### config.mk
export PLATFORM = sky130hd
export DESIGN_NAME = fft_butterfly_sequencer
export DESIGN_NICKNAME = d
export VERILOG_FILES = /design/src/rtl/fft_pkg.sv /design/src/rtl/fft_delay_line.sv /design/src/rtl/fft_butterfly_sequencer.sv
export SDC_FILE = /design/constraint.sdc
export NUM_CORES = 1
export LEC_CHECK = 0
export CORE_ASPECT_RATIO = 1.1
export CORE_MARGIN = 2
export CORE_UTILIZATION = 63
export DETAILED_ROUTE_END_ITERATION = 10
export MAX_ROUTING_LAYER = met4
export PLACE_DENSITY = 0.95
export SETUP_SLACK_MARGIN = 0.15
export SYNTH_ARGS = -nofsm -noshare
export SYNTH_HDL_FRONTEND = slang
export SYNTH_SLANG_ARGS = --single-unit
### constraint.sdc
create_clock -name clk -period 10.15 [get_ports clk]
set_input_delay 2.03 -clock clk [delete_from_list [all_inputs] [get_ports clk]]
set_output_delay 2.03 -clock clk [all_outputs]
set_load 0.03 [all_outputs]
### src/rtl/fft_pkg.sv
// Shared types and butterfly address helper for the radix-2 DIT FFT control path.
// Used by the sequencer RTL and by anything that needs the same address mapping.
package fft_pkg;

    localparam int MAX_LOG2_N = 16;

    typedef struct packed {
        logic [31:0] re;
        logic [31:0] im;
    } cplx_t;

    typedef enum logic [1:0] {
        IDLE,
        ISSUE,
        DRAIN,
        FINISH
    } fsm_state_t;

    typedef struct packed {
        logic [MAX_LOG2_N-1:0] a_idx;
        logic [MAX_LOG2_N-1:0] b_idx;
        logic [MAX_LOG2_N-1:0] tw_idx;
    } bfly_addr_t;

    // Butterfly k of stage s: operands sit half = 2^s apart inside groups of 2*half.
    function automatic bfly_addr_t bfly_addr(input logic [4:0] log2_n,
                                             input logic [4:0] s,
                                             input logic [MAX_LOG2_N-1:0] k);
        logic [MAX_LOG2_N-1:0] half;
        logic [MAX_LOG2_N-1:0] pos;
        logic [MAX_LOG2_N-1:0] grp;
        bfly_addr_t r;
        half     = MAX_LOG2_N'(1) << s;
        pos      = k & (half - MAX_LOG2_N'(1));
        grp      = k >> s;
        r.a_idx  = (grp << (s + 5'd1)) | pos;
        r.b_idx  = r.a_idx | half;
        r.tw_idx = pos << (log2_n - 5'd1 - s);
        return r;
    endfunction

endpackage

### src/rtl/fft_delay_line.sv
// Fixed-depth shift register with asynchronous flush; carries write-back
// strobe and addresses alongside the compute-unit pipeline.
module fft_delay_line #(
    parameter int WIDTH = 1,
    parameter int DEPTH = 1
) (
    input  logic             clk,
    input  logic             areset_n,
    input  logic [WIDTH-1:0] din,
    output logic [WIDTH-1:0] dout
);

    logic [WIDTH-1:0] taps [DEPTH];

    always_ff @(posedge clk or negedge areset_n) begin
        if (!areset_n) begin
            for (int i = 0; i < DEPTH; i++) taps[i] <= '0;
        end else begin
            taps[0] <= din;
            for (int i = 1; i < DEPTH; i++) taps[i] <= taps[i-1];
        end
    end

    assign dout = taps[DEPTH-1];

endmodule

### src/rtl/fft_butterfly_sequencer.sv
// Stage/butterfly walker for an in-place radix-2 DIT FFT: issues operand and
// twiddle reads, and replays them as write-back addresses after the pipeline.
module fft_butterfly_sequencer
    import fft_pkg::*;
#(
    parameter int LOG2_N     = 10,
    parameter int RD_LATENCY = 1,
    parameter int CU_LATENCY = 14
) (
    input  logic                      clk,
    input  logic                      areset_n,
    input  logic                      start,
    output logic                      busy,
    output logic                      done,
    output logic                      rd_en,
    output logic [LOG2_N-1:0]         rd_addr_a,
    output logic [LOG2_N-1:0]         rd_addr_b,
    output logic [LOG2_N-2:0]         tw_addr,
    output logic                      wr_en,
    output logic [LOG2_N-1:0]         wr_addr_a,
    output logic [LOG2_N-1:0]         wr_addr_b,
    output logic [$clog2(LOG2_N)-1:0] stage
);

    localparam int TOTAL_LAT = RD_LATENCY + CU_LATENCY;
    localparam int KW        = LOG2_N - 1;
    localparam int SW        = $clog2(LOG2_N);
    localparam int CW        = $clog2(TOTAL_LAT + 1);
    localparam int DLW       = 1 + 2 * LOG2_N;

    localparam logic [KW-1:0] K_LAST      = '1;
    localparam logic [SW-1:0] S_LAST      = SW'(LOG2_N - 1);
    localparam logic [CW-1:0] DRAIN_LAST  = CW'(TOTAL_LAT - 1);
    localparam logic [CW-1:0] FINISH_LAST = CW'(TOTAL_LAT);

    fsm_state_t    state_q, state_d;
    logic [SW-1:0] s_q, s_d;
    logic [KW-1:0] k_q, k_d;
    logic [CW-1:0] cnt_q, cnt_d;

    always_ff @(posedge clk or negedge areset_n) begin
        if (!areset_n) begin
            state_q <= IDLE;
            s_q     <= '0;
            k_q     <= '0;
            cnt_q   <= '0;
        end else begin
            state_q <= state_d;
            s_q     <= s_d;
            k_q     <= k_d;
            cnt_q   <= cnt_d;
        end
    end

    always_comb begin
        state_d = state_q;
        s_d     = s_q;
        k_d     = k_q;
        cnt_d   = cnt_q;
        rd_en   = 1'b0;
        done    = 1'b0;
        case (state_q)
            IDLE: begin
                if (start) begin
                    state_d = ISSUE;
                    s_d     = '0;
                    k_d     = '0;
                end
            end
            ISSUE: begin
                rd_en = 1'b1;
                k_d   = k_q + 1'b1;
                if (k_q == K_LAST) begin
                    cnt_d   = '0;
                    state_d = (s_q == S_LAST) ? FINISH : DRAIN;
                end
            end
            // Hold reads until the stage's last result has been written back.
            DRAIN: begin
                cnt_d = cnt_q + 1'b1;
                if (cnt_q == DRAIN_LAST) begin
                    state_d = ISSUE;
                    s_d     = s_q + 1'b1;
                    k_d     = '0;
                end
            end
            FINISH: begin
                cnt_d = cnt_q + 1'b1;
                if (cnt_q == FINISH_LAST) begin
                    done    = 1'b1;
                    state_d = IDLE;
                end
            end
            default: state_d = IDLE;
        endcase
    end

    assign busy  = (state_q != IDLE) && !done;
    assign stage = s_q;

    bfly_addr_t addr;
    logic       unused_addr_bits;

    always_comb addr = bfly_addr(5'(LOG2_N), 5'(s_q), MAX_LOG2_N'(k_q));

    assign unused_addr_bits = ^addr;

    // Addresses are forced to zero outside read slots so idle write-back slots stay clean.
    assign rd_addr_a = rd_en ? addr.a_idx[LOG2_N-1:0]  : '0;
    assign rd_addr_b = rd_en ? addr.b_idx[LOG2_N-1:0]  : '0;
    assign tw_addr   = rd_en ? addr.tw_idx[LOG2_N-2:0] : '0;

    logic [DLW-1:0] wb;

    fft_delay_line #(
        .WIDTH(DLW),
        .DEPTH(TOTAL_LAT)
    ) u_wb_delay (
        .clk     (clk),
        .areset_n(areset_n),
        .din     ({rd_en, rd_addr_a, rd_addr_b}),
        .dout    (wb)
    );

    assign {wr_en, wr_addr_a, wr_addr_b} = wb;

endmodule

==> run metrics <==
Peak supply drop roughly 0.17 mV; sw frac 0.209; Max transition margin 0.274; HPWL Detailed approximately 14,000 um; share of power burned in registers 0.523; Post-Layout Cell Count around 1,000; Post-Route WL ~26,000 um; H-Tree Depth 1; unrepaired setup endpoints after global routing no; Final ANT Viol Nets 0; share of layout cells above drive strength 1 0.112; first-pass GRT wire length 40,400 um; Static Leak between 5 and 6 nW; Hold Vio Cnt, Final 0; Gate power share 0.010; drt first pass iters 5; synthesized-area fraction occupied by adder cells 0.0161; via count ~6,200; CP Launch Type flop; Least-Margin Pin Slew about 1.1 ns; critical path startpoint stage[0]; Post-Synthesis Cells about 720; TNS Setup 0 ns; CP arrival between 5 and 6 ns; cell taking the most area after synthesis dfrtp_1; worst-skew pair later-pin latency about 0.55 ns; final net count 782; Psw roughly 0.00053 W; DR iter-0 viols about 830; Post-CTS Resized 0; Tot GR Track Use 0.307; Die Wd approximately 130 um; post-CTS setup buffer count 0; vias in the first global route 6,598; Worst Hold Launch u_wb_delay.taps[215]; Pwr Density between 200 and 250 nW/um^2; Overflow after GRT 0; multiplexer share of the synthesized area 0.0181; syn nets ~740; Maximum Capacitance Violations 0; Final Power about 0.0025 W; xor and xnor area share after synthesis 0.00723; synth unique cells slightly below 80; Internal Pwr Total 0.00201 W; Inst Count DP a little under 1,000; # DRC 0; Worst-path clk slew about 0.07 ns; largest net degree at the start of global routing roughly 210; CTS sink cnt 334; syn avg cell area between 15 and 20 sq um; EDFF count, synth 0; area delta synth->final 15.2%; simple-gate share of the synthesized area 0.0762; Crit. End Element output pin; Primary FF master, synth dfrtp_1; Tcrit/Tclk final 0.727; clk buf depth 3; post-synthesis compound-gate area fraction 0.0815; Seq/Total Area, Yosys 0.766; CTS buffer count 30; Core Rows 50; via/cell ratio about 6; Clock power frac 0.467; Synth Warn # 0; initial antenna violation count 1; die height between 100 and 150 um; Setup Crit Path Kind flop to output pin; CTS tree yes; Hold Buf Count CTS 0; Hold Crit Class flop to flop; Initial Utilization 0.641; Root Driver clkbuf_16; PortBufs between 50 and 60; final setup fails 0; die area around 18,000 sq um; list of most frequent post-synthesis cells dfrtp_1, nor2_1, nand2_1; Yosys reg bits about 330; Worst Path Required slightly above 8 ns; clock skew between 0.015 and 0.02 ns; Avg WL per Cell approximately 25 um; synth top area cells dfrtp_1, buf_4, ha_1, nor2_1, a21oi_1; core area roughly 17,000 sq um; GPL Wtd Cong around 0.93; worst-path fanout max 50; fin. max-slew vios 0; Synth top area share 0.766; largest family of logic cells by synthesized area compound AO/OA/AOI/OAI gates; outcome finished clean; Worst R2R Start stage[0]; Synth async-reset ratio 1.00; synthesized area 10,900 sq um; I/O pins 60; top-count cell post-synth dfrtp_1; fmax ~0.14 GHz; Tmin final 7.38 ns
## critical path: stages, from the launching register on
cell and delay (ns):
dfrtp_1 0.34, buf_4 0.47, inv_1 0.57, ha_1 0.59, nand2_1 0.18, ha_1 0.31, nand2b_1 0.17, o21ai_0 0.38
a32oi_1 0.19, nor3b_1 0.39, a211oi_1 0.11, o32ai_1 0.34, clkdlybuf4s50_1 0.73
## path summary, 6_finish.rpt
| path | to | slack (ns) | cells after the start |
|---|---|---|---|
| hold / removal | u_wb_delay.taps[194] | 0.34 | 0 |
| max in group asynchronous | u_wb_delay.taps[191] | 6.94 | 2 |
| hold reg to reg | u_wb_delay.taps[194] | 0.34 | 0 |
| min in group asynchronous | u_wb_delay.taps[250] | 1.58 | 1 |
| setup reg to reg | u_wb_delay.taps[300] | 6.22 | 10 |
| setup / recovery | tw_addr[6] | 2.77 | 12 |
## registers in the layout, summed over array words and instances (netlist names)
signal           cells
u_wb_delay.taps    294
k_q                  9
state_q              2
u_wb_delay.dout     21
cnt_q                4
stage                4
## final cells by class
cell class | instances | area, sq um
tap | 234 | 293
sequential | 334 | 8360
inverter | 12 | 45.0
timing repair buffer | 65 | 653
antenna | 1 | 2.50
clock buffer | 40 | 870
clock inverter | 16 | 174
multi-input combinational | 322 | 2170
fill | 986 | 4450
## power groups by stage
stage	Sequential (W)	Combinational [W]	Clock, W
floorplan	0.00136	0.0000000907	0
global placement	0.00136	0.0000261	0
detailed placement	0.00136	0.0000270	0
CTS	0.00133	0.0000272	0.00121
global route	0.00133	0.0000318	0.00127
finish	0.00133	0.0000254	0.00119
## placed cells by master (no fill, tap or decap), types with 4 or more instances in the layout
cell type and n:
nor3b_1 4, nand3_1 10, and2_1 6, o22ai_1 5, o31ai_1 8, clkdlybuf4s50_1 58
nand2b_1 12, nor2b_1 5, a31oi_1 9, buf_4 5, a22o_1 4, nand2_1 34
inv_1 11, or2_2 4, a311oi_1 5, o31a_1 4, mux2i_1 8, mux2_2 6
dfrtp_1 334, xor2_1 5, ha_1 14, nand4_1 5, nand3b_1 4, clkbuf_16 31
nor3_1 16, or3_1 4, a21oi_1 26, o21ai_0 18, clkinv_2 7, a211oi_1 7
clkbuf_8 6, xnor2_1 4, nor2_1 38
## routing by layer
layer	GRT usage	wire length [um]
met3	0.0523	2220
met4	0.121	1220
met5	-	0
met2	0.490	12800
met1	0.400	9630
## per-stage QoR
step | worst slack, ns | utilization | hold WS [ns] | instance area [sq um]
2_1_floorplan | 4.40 | - | 0.331 | 10900
3_3_place_gp | 3.70 | 0.677 | 0.331 | 11500
3_5_place_dp | 3.59 | 0.677 | 0.335 | 11500
4_1_cts | 2.94 | 0.738 | 0.337 | 12600
5_1_grt | 2.54 | 0.738 | 0.352 | 12600
6_report | 2.77 | 0.738 | 0.335 | 12600
## logic make-up (layout without fill, tap and decap cells)
logic type,Yosys count,count (layout)
xor gates and xnor gates,9,9
other,0,1
DFF,334,334
adders and majority gates,14,14
AOI/OAI and AO/OA,123,123
buffers and inverters,68,133
and+or+nand+nor,159,159
muxes,17,17
Power figures use the tool's default switching activity.
